`config.mk`:
```
export PLATFORM = sky130hd
export DESIGN_NAME = mips_multicycle_ctrl
export DESIGN_NICKNAME = d
export VERILOG_FILES = /design/src/rtl/mips_multicycle_ctrl.sv
export SDC_FILE = /design/constraint.sdc
export NUM_CORES = 1
export LEC_CHECK = 0
export ABC_AREA = 1
export CAP_MARGIN = 20
export CORE_AREA = 2 2 54 56
export CTS_BUF_LIST = sky130_fd_sc_hd__clkbuf_4 sky130_fd_sc_hd__clkbuf_8 sky130_fd_sc_hd__clkbuf_16
export CTS_CLUSTER_SIZE = 12
export DETAILED_ROUTE_END_ITERATION = 10
export DIE_AREA = 0 0 56 58
export HOLD_SLACK_MARGIN = 0.05
export PLACE_DENSITY = 0.76
export SLEW_MARGIN = 20
export SYNTH_ARGS = -nofsm -noshare
export SYNTH_HDL_FRONTEND = slang
export SYNTH_SLANG_ARGS = --single-unit
```
`constraint.sdc`:
```
create_clock -name clk -period 1.7 [get_ports clk]
set_clock_uncertainty 0.2 [all_clocks]
set_input_delay 0.34 -clock clk [delete_from_list [all_inputs] [get_ports clk]]
set_output_delay 0.34 -clock clk [all_outputs]
set_load 0.05 [all_outputs]
```
`src/rtl/mips_multicycle_ctrl.sv`:
```
// -----------------------------------------------------------------------------
// mips_multicycle_ctrl
//   Moore FSM controller for a multicycle MIPS datapath over one unified
//   memory. It decodes op/funct from the instruction register and drives the
//   datapath mux selects, write enables and ALU control every cycle.
//   Supported: R-type add/sub/and/or/slt, lw, sw, beq, addi, j. Every other
//   opcode/funct is a 2-cycle no-op (FETCH, DECODE) that issues no writes.
//
// Parameters
//   ADDI_EN     1: addi path enabled; 0: opcode 001000 is illegal
//   J_EN        1: j path enabled;    0: opcode 000010 is illegal
//
// Ports
//   clk         rising-edge clock
//   reset       asynchronous active-high reset
//   op, funct   IR[31:26] / IR[5:0]
//   zero        ALU zero flag (combinational from the datapath)
//   pcen        PC enable = pcwrite | (branch & zero)
//   memwrite    unified memory write enable
//   irwrite     instruction register load
//   iord        memory address select: 0 = PC, 1 = ALUOut
//   regdst      write register: 0 = rt, 1 = rd
//   memtoreg    write data: 0 = ALUOut, 1 = Data register
//   regwrite    register file write enable
//   alusrca     0 = PC, 1 = A
//   alusrcb     00 = B, 01 = 4, 10 = SignImm, 11 = SignImm<<2
//   pcsrc       00 = ALUResult, 01 = ALUOut, 10 = jump target
//   alucontrol  010 add, 110 sub, 000 and, 001 or, 111 slt
//   state       current state encoding (debug)
// -----------------------------------------------------------------------------
module mips_multicycle_ctrl #(
  parameter bit ADDI_EN = 1'b1,
  parameter bit J_EN    = 1'b1
) (
  input  logic       clk,
  input  logic       reset,
  input  logic [5:0] op,
  input  logic [5:0] funct,
  input  logic       zero,
  output logic       pcen,
  output logic       memwrite,
  output logic       irwrite,
  output logic       iord,
  output logic       regdst,
  output logic       memtoreg,
  output logic       regwrite,
  output logic       alusrca,
  output logic [1:0] alusrcb,
  output logic [1:0] pcsrc,
  output logic [2:0] alucontrol,
  output logic [3:0] state
);

  typedef enum logic [3:0] {
    S_FETCH    = 4'd0,
    S_DECODE   = 4'd1,
    S_MEMADR   = 4'd2,
    S_MEMRD    = 4'd3,
    S_MEMWB    = 4'd4,
    S_MEMWR    = 4'd5,
    S_EXECUTE  = 4'd6,
    S_ALUWB    = 4'd7,
    S_BEQ      = 4'd8,
    S_ADDIEXEC = 4'd9,
    S_ADDIWB   = 4'd10,
    S_JUMP     = 4'd11
  } state_t;

  typedef struct packed {
    logic       pcwrite;
    logic       branch;
    logic       memwrite;
    logic       irwrite;
    logic       iord;
    logic       regdst;
    logic       memtoreg;
    logic       regwrite;
    logic       alusrca;
    logic [1:0] alusrcb;
    logic [1:0] pcsrc;
    logic [2:0] alucontrol;
  } ctrl_t;

  localparam logic [5:0] OP_RTYPE = 6'b000000;
  localparam logic [5:0] OP_LW    = 6'b100011;
  localparam logic [5:0] OP_SW    = 6'b101011;
  localparam logic [5:0] OP_BEQ   = 6'b000100;
  localparam logic [5:0] OP_ADDI  = 6'b001000;
  localparam logic [5:0] OP_J     = 6'b000010;

  localparam logic [2:0] ALU_ADD = 3'b010;
  localparam logic [2:0] ALU_SUB = 3'b110;
  localparam logic [2:0] ALU_AND = 3'b000;
  localparam logic [2:0] ALU_OR  = 3'b001;
  localparam logic [2:0] ALU_SLT = 3'b111;

  state_t state_q, state_d;
  ctrl_t  ctrl_q;

  function automatic logic funct_legal(input logic [5:0] fn);
    return (fn == 6'b100000) || (fn == 6'b100010) || (fn == 6'b100100) ||
           (fn == 6'b100101) || (fn == 6'b101010);
  endfunction

  function automatic logic [2:0] funct_alu(input logic [5:0] fn);
    logic [2:0] alu;
    alu = ALU_ADD;
    case (fn)
      6'b100010: alu = ALU_SUB;
      6'b100100: alu = ALU_AND;
      6'b100101: alu = ALU_OR;
      6'b101010: alu = ALU_SLT;
      default:   alu = ALU_ADD;
    endcase
    return alu;
  endfunction

  // Control word for a given state. Unused encodings decode to all-zero
  // enables, which also covers a state register corrupted into 12..15.
  function automatic ctrl_t decode_ctrl(input state_t s, input logic [5:0] fn);
    ctrl_t c;
    c            = '0;
    c.alucontrol = ALU_ADD;
    case (s)
      S_FETCH: begin
        c.alusrcb = 2'b01;
        c.irwrite = 1'b1;
        c.pcwrite = 1'b1;
      end
      S_DECODE:   c.alusrcb = 2'b11;
      S_MEMADR: begin
        c.alusrca = 1'b1;
        c.alusrcb = 2'b10;
      end
      S_MEMRD:    c.iord = 1'b1;
      S_MEMWB: begin
        c.memtoreg = 1'b1;
        c.regwrite = 1'b1;
      end
      S_MEMWR: begin
        c.iord     = 1'b1;
        c.memwrite = 1'b1;
      end
      S_EXECUTE: begin
        c.alusrca    = 1'b1;
        c.alucontrol = funct_alu(fn);
      end
      S_ALUWB: begin
        c.regdst   = 1'b1;
        c.regwrite = 1'b1;
      end
      S_BEQ: begin
        c.alusrca    = 1'b1;
        c.alucontrol = ALU_SUB;
        c.pcsrc      = 2'b01;
        c.branch     = 1'b1;
      end
      S_ADDIEXEC: begin
        c.alusrca = 1'b1;
        c.alusrcb = 2'b10;
      end
      S_ADDIWB:   c.regwrite = 1'b1;
      S_JUMP: begin
        c.pcsrc   = 2'b10;
        c.pcwrite = 1'b1;
      end
      default: begin
        c            = '0;
        c.alucontrol = ALU_ADD;
      end
    endcase
    return c;
  endfunction

  // NOTE: state_d is assigned a default before the case so every path drives
  // it; a missing branch would otherwise infer a latch.
  always_comb begin
    state_d = S_FETCH;
    case (state_q)
      S_FETCH:  state_d = S_DECODE;
      S_DECODE: begin
        case (op)
          OP_LW, OP_SW: state_d = S_MEMADR;
          OP_RTYPE:     state_d = funct_legal(funct) ? S_EXECUTE : S_FETCH;
          OP_BEQ:       state_d = S_BEQ;
          OP_ADDI:      state_d = ADDI_EN ? S_ADDIEXEC : S_FETCH;
          OP_J:         state_d = J_EN ? S_JUMP : S_FETCH;
          default:      state_d = S_FETCH;
        endcase
      end
      S_MEMADR: begin
        if (op == OP_LW)      state_d = S_MEMRD;
        else if (op == OP_SW) state_d = S_MEMWR;
        else                  state_d = S_FETCH;
      end
      S_MEMRD:    state_d = S_MEMWB;
      S_EXECUTE:  state_d = S_ALUWB;
      S_ADDIEXEC: state_d = S_ADDIWB;
      default:    state_d = S_FETCH;
    endcase
  end

  // The control word is registered alongside the state, computed from the
  // state being entered, so outputs are glitch-free decodes of the state.
  // NOTE: sequential state uses non-blocking assignments so every register
  // samples pre-edge values regardless of statement order.
  // NOTE: reset loads FETCH's control word (irwrite/pcwrite set) so the first
  // cycle after release fetches; the enables are masked while reset is high.
  always_ff @(posedge clk or posedge reset) begin
    if (reset) begin
      state_q <= S_FETCH;
      ctrl_q  <= decode_ctrl(S_FETCH, 6'd0);
    end else begin
      state_q <= state_d;
      ctrl_q  <= decode_ctrl(state_d, funct);
    end
  end

  // Enables are masked by reset directly so an abort mid-instruction cannot
  // leak a write in the reset cycle. zero is the only data input reaching an
  // output combinationally.
  assign pcen       = ~reset & (ctrl_q.pcwrite | (ctrl_q.branch & zero));
  assign memwrite   = ~reset & ctrl_q.memwrite;
  assign irwrite    = ~reset & ctrl_q.irwrite;
  assign regwrite   = ~reset & ctrl_q.regwrite;
  assign iord       = ctrl_q.iord;
  assign regdst     = ctrl_q.regdst;
  assign memtoreg   = ctrl_q.memtoreg;
  assign alusrca    = ctrl_q.alusrca;
  assign alusrcb    = ctrl_q.alusrcb;
  assign pcsrc      = ctrl_q.pcsrc;
  assign alucontrol = ctrl_q.alucontrol;
  assign state      = state_q;

endmodule
```
# --- Word-level counts from Yosys, hierarchy flattened ---
# Cells that the tools add are included.
word_totals:
  register_bits: 20
  output_inout_bits: 19
  wordCells: 77
classes:
  eq_ne: 26
  n_mux: 18
  bitwise: 7
  reduce_logical: 13
op_table:
  columns: ["operator", "n"]
  rows:
  - ["equality test 6 bit, second input constant", 7]
  - ["one-hot mux 4 bit (6 select lines)", 1]
  - ["equality test 4 x 3 -> 1 bit, second input constant", 5]
  - ["equality test 4 bit, second input constant", 5]
  - ["one-hot mux 4 bit (5 select lines)", 1]
  - ["equality test 4 x 2 -> 1 bit, second input constant", 4]
  - ["one-hot mux 3 bit (4 select lines)", 1]
  - ["two-way mux 1 bit", 9]
  - ["two-way mux 3 bit", 3]
  - ["equality test 4 x 1 -> 1 bit, second input constant", 2]
  - ["zero test 4 bit", 2]
  - ["OR reduction 2 bit", 4]
  - ["equality test 6 x 2 -> 1 bit, second input constant", 1]
  - ["equality test 6 x 3 -> 1 bit, second input constant", 1]
  - ["equality test 6 x 4 -> 1 bit, second input constant", 1]
  - ["zero test 6 bit", 1]
  - ["one-hot mux 2 bit (3 select lines)", 1]
  - ["one-hot mux 3 bit (2 select lines)", 1]
  - ["bitwise AND 1 bit", 5]
  - ["logical OR 1 bit", 4]
  - ["one-hot mux 2 bit (2 select lines)", 1]
  - ["OR reduction 4 bit", 1]
  - ["OR reduction 3 bit", 1]
  - ["inverter 1 bit", 1]
  - ["bitwise OR 1 bit", 1]

# --- Depth between registers and ports, before layout ---
# Gate-level depths: netlist (run 1).
depth:
  depth_word: 11
  depth_mapped: 11
  mapped_depth_nobuf: 11

# --- Worst setup path after synthesis (run 1) ---
# Ideal clock, no wire load.
synth_path:
  path_kind: "reg2reg"
  start: "register state_q[1] (netlist: state[1])"
  end: "register ctrl_q[15] in the netlist's numbering"
  setup_time_ns: 0.061
  arrival_ns: 1.507
  t_required_ns: 1.439
  setup_slack_ns: -0.068
  path_stages_with_launch: 11
  n_path_buf: 0
  path_cell_list: "dfrtp_1 > nor2_1 > nand3_1 > nand2_1 > nor2_1 > nand2_1 > nor2_4 > inv_2 > nor2_1 > nand2_1 > nand2_1"
synth_via:
  elab_chain_len: 5
  word_cells_on_any_way: 11
  classes_between: "eq/ne (6); mux (2); reduce/logical (3)"
synth_lines:
  columns: ["item", "line", "source"]
  rows:
  - ["start: declaration", "97", "state_t state_q, state_d;"]
  - ["start signal: assignment", "214", "state_q <= state_d;"]
  - ["equality test 4 bit (tied with other cells)", "179", "case (state_q)"]
  - ["one-hot mux 4 bit (6 select lines) (*)", "179", null]
  - ["named net state_d[1]", "97", null]
  - ["equality test 4 bit or zero test 4 bit (tied branches)", "124", "case (s)"]
  - ["OR reduction 2 bit (no source line) (*)", null, null]
  - ["two-way mux 1 bit (*)", "124", null]
  - ["end signal: assignment", "212", "ctrl_q <= decode_ctrl(S_FETCH, 6'd0);"]
  - ["end signal: assignment", "215", "ctrl_q <= decode_ctrl(state_d, funct);"]
  - ["end: declaration", "98", "ctrl_t ctrl_q;"]
# The timed path passes the listed nets; every way through them passes the cells marked *.

# --- Worst setup path in the final report (run 1) ---
layout_path:
  start: "input zero"
  end: "output pcen"
layout_via:
  elab_chain_len: 3
layout_lines:
  columns: ["item", "line", "source"]
  rows:
  - ["start: declaration", "39", "input logic zero,"]
  - ["bitwise AND 1 bit", "222", "assign pcen = ~reset & (ctrl_q.pcwrite | (ctrl_q.branch & zero));"]
  - ["bitwise OR 1 bit", "222", null]
  - ["bitwise AND 1 bit", "222", null]
  - ["end: declaration", "40", "output logic pcen,"]
# No other way between the ends.

==> results of run 1 <==
registers in the layout, summed over array words and instances, names as in the netlist:
register,flops
ctrl_q,4
alucontrol,3
state,4
iord,1
alusrca,1
pcsrc,2
memtoreg,1
alusrcb,2
regdst,1
per-stage QoR:
stage / total power, mW / setup TNS [ns] / instances / util, % / setup WS [ns]
after global placement: 1.41 / -2.62 / 203 / 60.0 / -0.293
after CTS: 1.68 / -0.00491 / 207 / 62.5 / -0.00491
final: 1.88 / 0 / 220 / 71.0 / 0.0196
after detailed placement: 1.43 / -3.44 / 203 / 60.0 / -0.367
after global routing: 1.97 / -0.302 / 220 / 71.0 / -0.0493
after floorplan: 1.07 / 0 / 138 / - / 0.0685
routing by layer:
metal	vias up	wire length [um]
met2	48	1470
met1	495	1030
li1	518	-
met4	0	53
met5	-	0
met3	5	154
final cells by class:
class                   count  area [um^2]
repair buffers             54          691
well taps                  31         38.8
fillers                   208          772
inverters                  28          108
clock buffers               4         30.0
multi-input cells          84          538
flip-flops and latches     19          485
worst min-delay path, cell delays in order:
cell           delay (ns)
dlygate4sd2_1        0.32
inv_1                0.08
buf_4                0.24
how the worst max path moves through the flow:
stage,to,slack (ns)
2_1_floorplan,alusrca,0.07
3_3_place_gp,alusrca,-0.29
3_5_place_dp,alusrca,-0.37
4_1_cts,alusrcb[1],-0.005
5_1_grt,ctrl_q[15],-0.05
6_report,pcen,0.02
report_power, final:
part | total (mW) | switching (mW) | internal (mW)
clock network | 0.246 | 0.138 | 0.107
registers | 0.619 | 0.0668 | 0.553
logic | 1.02 | 0.574 | 0.444
timing repair:
action	4_1_cts	5_1_grt
gates resized for setup	18	37
setup buffers	0	13
pin swaps	5	21
setup endpoints to repair	9	9
cells in the mapped netlist (all sizes together):
master and instances:
dfstp 4, o21ai 3, buf 7, nand3 19
inv 28, nand3b 1, nand4 2, nor3 2
a21oi 3, dfrtp 15, nor2 32, nand2 22
logic make-up (layout without fill, tap and decap cells):
| kind of cell | after synthesis | after routing | synth area share, % |
|---|---|---|---|
| and+or+nand+nor | 78 | 78 | 34.6 |
| DFF | 19 | 19 | 47.1 |
| buffers and inverters | 35 | 86 | 15.4 |
| AOI/OAI and AO/OA | 6 | 6 | 2.94 |
==> impl_metrics.ini, run 1 <==
[run_status]
outcome = completed

[yosys]
syn_nets = 153
synth_top_area_cell = dfrtp_1
avgSynthCellArea_um2 = 7.40
synth_warnings = 0
synth.ff_latch_count = 19
netlist.area_leader.share_pct = 36.8
synth_area_um2 = 1020
ys_types = 18
synthCells = 138
synth_area_leaders = dfrtp_1, dfstp_2, nor2_1
ys_seq_area_share_pct = 47.1

[clock_network]
cts_made_buffers = 3
clkLatencyLatePin_ns = 0.30
cts_tree = built
cts_num_sinks = 19
ctsHoldBuffers = 0
cts_max_level = 1
clkTransAtPathRegs_ns = 0.11
cts_buffer_depth = 2
cts_root_buffer = clkbuf_4

[run]
max-cap-violations = 0

[sta]
max_freq_mhz = 595
setup-violations-final = 0
slew_headroom_pct = 80.9
hold_ws_ns = 0.107
period_needed_ns = 1.68
max_slew.worst_pin.slew_ns = 0.286
rsz0062_at_grt = yes
finalHoldViolations = 0
fin_crit_sh_pct = 98.8
slew_violations = 0

[floorplanning]
die_w_um = 56
die_h_um = 58
design.core.area_um2 = 2660
placementRows = 19
io_pins = 34
dieArea_um2 = 3250
start_util_pct = 38.3

[global_route]
grt.met2_usage_pct = 28.4
grt_pass1_wl_mm = 3.77
grt_pass1_vias = 943
grtUsageMet3_pct = 2.01
grt_max_degree = 20
grt_antenna_before_repair = 0
gr-total-overflow = 0
gr-usage-met1_pct = 15.6
grt_usage_pct = 14.9
top_usage_layer = met2

[route]
finalWirelength_mm = 2.71
drtPass1Iterations = 4
drc = 0
vias = 1066
wl_per_cell_um = 12.3
antenna_left = 0
drtIter0Drc = 16
drt-vias-per-instance = 4.85

[critical_path]
arrival_ns = 1.14
startpoint_type = primary input
required_ns = 1.16
crit_cells = 4
crit_path_start = zero
path_buf_inv = 2
worstPathMaxFanout = 1
cpPeakStageDelay_ns = 0.46
worstSetupPathType = in -> out
reg2reg_depth = 8
timing.rr.start = state[1]
r2r_slack_ns = 0.03
r2r_end = alusrca
end_kind = primary output
crit_chain = clkdlybuf4s50_1 -> a21oi_1 -> nor2_2 -> buf_12
cp_top_family = buffers and inverters
cp_slowest_cell = clkdlybuf4s50_1

[cells_and_area]
final_common_cell = inv_1
diodes = 0
drive_above_1_share_pct = 50.8
stdcell_area_um2 = 1890
mostFrequentLayoutCells = inv_1, buf_4, buf_12
area_delta_synth_final_pct = 85.2
nets = 205

[place]
port_buffers = 33
place_congestion = 0.814
placed_cell_area_um2 = 1600
dp_hpwl_mm = 1.72

[power_and_ir_drop]
power.density_nw_per_um2 = 996
cellLeakagePower_nw = 1.02
ir_drop_uv = 853

[hold_path]
min_path_type = in -> async
Note: power is estimated with default switching activity, not from simulation.
==> run 2: changes to the inputs <==
- CTS_BUF_LIST: sky130_fd_sc_hd__clkbuf_4 sky130_fd_sc_hd__clkbuf_8 sky130_fd_sc_hd__clkbuf_16 -> sky130_fd_sc_hd__clkbuf_2 sky130_fd_sc_hd__clkbuf_4 sky130_fd_sc_hd__clkbuf_8
- PLACE_DENSITY: 0.76 -> 0.73
==> run 2 against run 1 <==
Against the previous run: global-route usage rose by 1.1 points; register-to-register slack hardly changed; power shrank 1.8%; fmax decreased by 0.33%; routed wire length about the same; critical path type is now reg -> out; hold slack improved by 0.017 ns; critical endpoint unchanged; core utilization fell by 1.7 points; cell count decreased by 0.91%.
==> impl_metrics.ini, run 2 (synthesis gave the netlist of run 1 again) <==
[clock_network]
cts_max_level = 1
cts_made_buffers = 3
cts_buffer_depth = 2
ctsHoldBuffers = 0
cts_tree = built
clkTransAtPathRegs_ns = 0.10
cts_num_sinks = 19
clkLatencyLatePin_ns = 0.30
cts_root_buffer = clkbuf_4

[sta]
tns_ns = 0
hold_ws_ns = 0.124
max_slew.worst_pin.slew_ns = 0.306
setup-violations-final = 0
max_freq_mhz = 593
rsz0062_at_grt = yes
slew_violations = 0
fin_crit_sh_pct = 99.2
finalHoldViolations = 0
slew_headroom_pct = 79.6
period_needed_ns = 1.69

[place]
place_congestion = 0.789
placed_cell_area_um2 = 1600
dp_hpwl_mm = 1.85
port_buffers = 33
dp_cells = 203

[cells_and_area]
final_common_cell = inv_1
diodes = 0
area_delta_synth_final_pct = 80.6
fin_util_pct = 69.3
mostFrequentLayoutCells = inv_1, buf_12, buf_4
nets = 203
stdcell_area_um2 = 1840
layoutNonFillerInstCount = 218
drive_above_1_share_pct = 50.3

[hold_path]
min_path_type = in -> async

[route]
drc = 0
drtIter0Drc = 25
drt-vias-per-instance = 4.92
vias = 1073
antenna_left = 0
wl_per_cell_um = 12.4
drtPass1Iterations = 4
finalWirelength_mm = 2.71

[floorplanning]
placementRows = 19
design.core.area_um2 = 2660
io_pins = 34
die_h_um = 58
die_w_um = 56
start_util_pct = 38.3
dieArea_um2 = 3250

[global_route]
gr-total-overflow = 0
gr-usage-met1_pct = 14.6
grt.met2_usage_pct = 30.4
grt_pass1_wl_mm = 4.02
top_usage_layer = met2
grt_pass1_vias = 1041
grtUsageMet3_pct = 3.57
grt_max_degree = 20
grt_antenna_before_repair = 0
grt_usage_pct = 16.0

[power_and_ir_drop]
cellLeakagePower_nw = 0.991
ir_drop_uv = 817
power.density_nw_per_um2 = 1000

[critical_path]
startpoint_type = flip-flop
cp_slowest_cell = dfstp_2
timing.rr.start = state[3]
worstSetupPathType = reg -> out
arrival_ns = 1.15
cp_top_family = flip-flops
worstPathMaxFanout = 1
crit_chain = a21oi_2 -> nor2_2 -> buf_12
required_ns = 1.16
end_kind = primary output
path_buf_inv = 1
crit_path_start = ctrl_q[15]
cpPeakStageDelay_ns = 0.54

[run_status]
outcome = completed

[run]
max-cap-violations = 0
[run 2: cell count changes in the layout (fill, tap and decap cells not counted), sizes merged]
cell          delta
buf              -2
dlygate4sd2      +1
dlymetal6s2s     -1
[run 2: power by group]
group	internal [mW]	switching, mW	leakage, nW	total [mW]
clock	0.107	0.128	0.0184	0.235
combinational	0.429	0.571	0.732	1.00
sequential	0.553	0.0602	0.241	0.613
[run 2: metrics by stage]
stage | setup slack [ns] | power (mW)
2_1_floorplan | 0.0685 | 1.07
3_3_place_gp | -0.319 | 1.41
3_5_place_dp | -0.427 | 1.44
4_1_cts | -0.00255 | 1.71
5_1_grt | -0.114 | 1.94
6_report | 0.0140 | 1.85
[run 2: worst reg2reg max path, delay by kind of cell, from the launching register on]
family / cells / cell delay, ns
AND/OR/NAND/NOR: 8 / 0.85
flip-flops: 1 / 0.47
buffers and inverters: 1 / 0.08
[run 2: path summary, 6_finish.rpt]
path / endpoint / cells past startpoint / slack [ns]
setup / recovery: pcen / 3 / 0.01
hold / removal: state[1] / 3 / 0.12
setup reg to reg: ctrl_q[15] / 9 / 0.03
hold reg to reg: ctrl_q[8] / 2 / 0.47
max in group asynchronous: alucontrol[1] / 3 / 0.91
min in group clk: alucontrol[0] / 4 / 0.21
[run 2: cell type report]
type | instances | area [um^2]
Fill cell | 215 | 818
Timing Repair Buffer | 52 | 668
Multi-Input combinational cell | 84 | 514
Sequential cell | 19 | 485
Inverter | 28 | 108
Tap cell | 31 | 38.8
Clock buffer | 4 | 30.0
[run 2: metal layers]
| metal | share of wire [%] | vias up | routed length [um] |
|---|---|---|---|
| met4 | 4.5 | 0 | 123 |
| met2 | 55 | 39 | 1500 |
| met5 | 0 | - | 0 |
| li1 | - | 516 | - |
| met3 | 4.8 | 15 | 129 |
| met1 | 35 | 503 | 958 |
[run 2: timing repair]
item / CTS / global route
endpoints found under the setup margin: 9 / 10
setup buffers: 5 / 6
cloned: 0 / 0
pin swaps: 4 / 14
resized for setup: 20 / 31
==> run 3: changes to the inputs <==
- HOLD_SLACK_MARGIN: 0.05 -> 0.02
==> results of run 3 <==
Same layout as run 2: the final DEF is identical, and so are final timing and power.
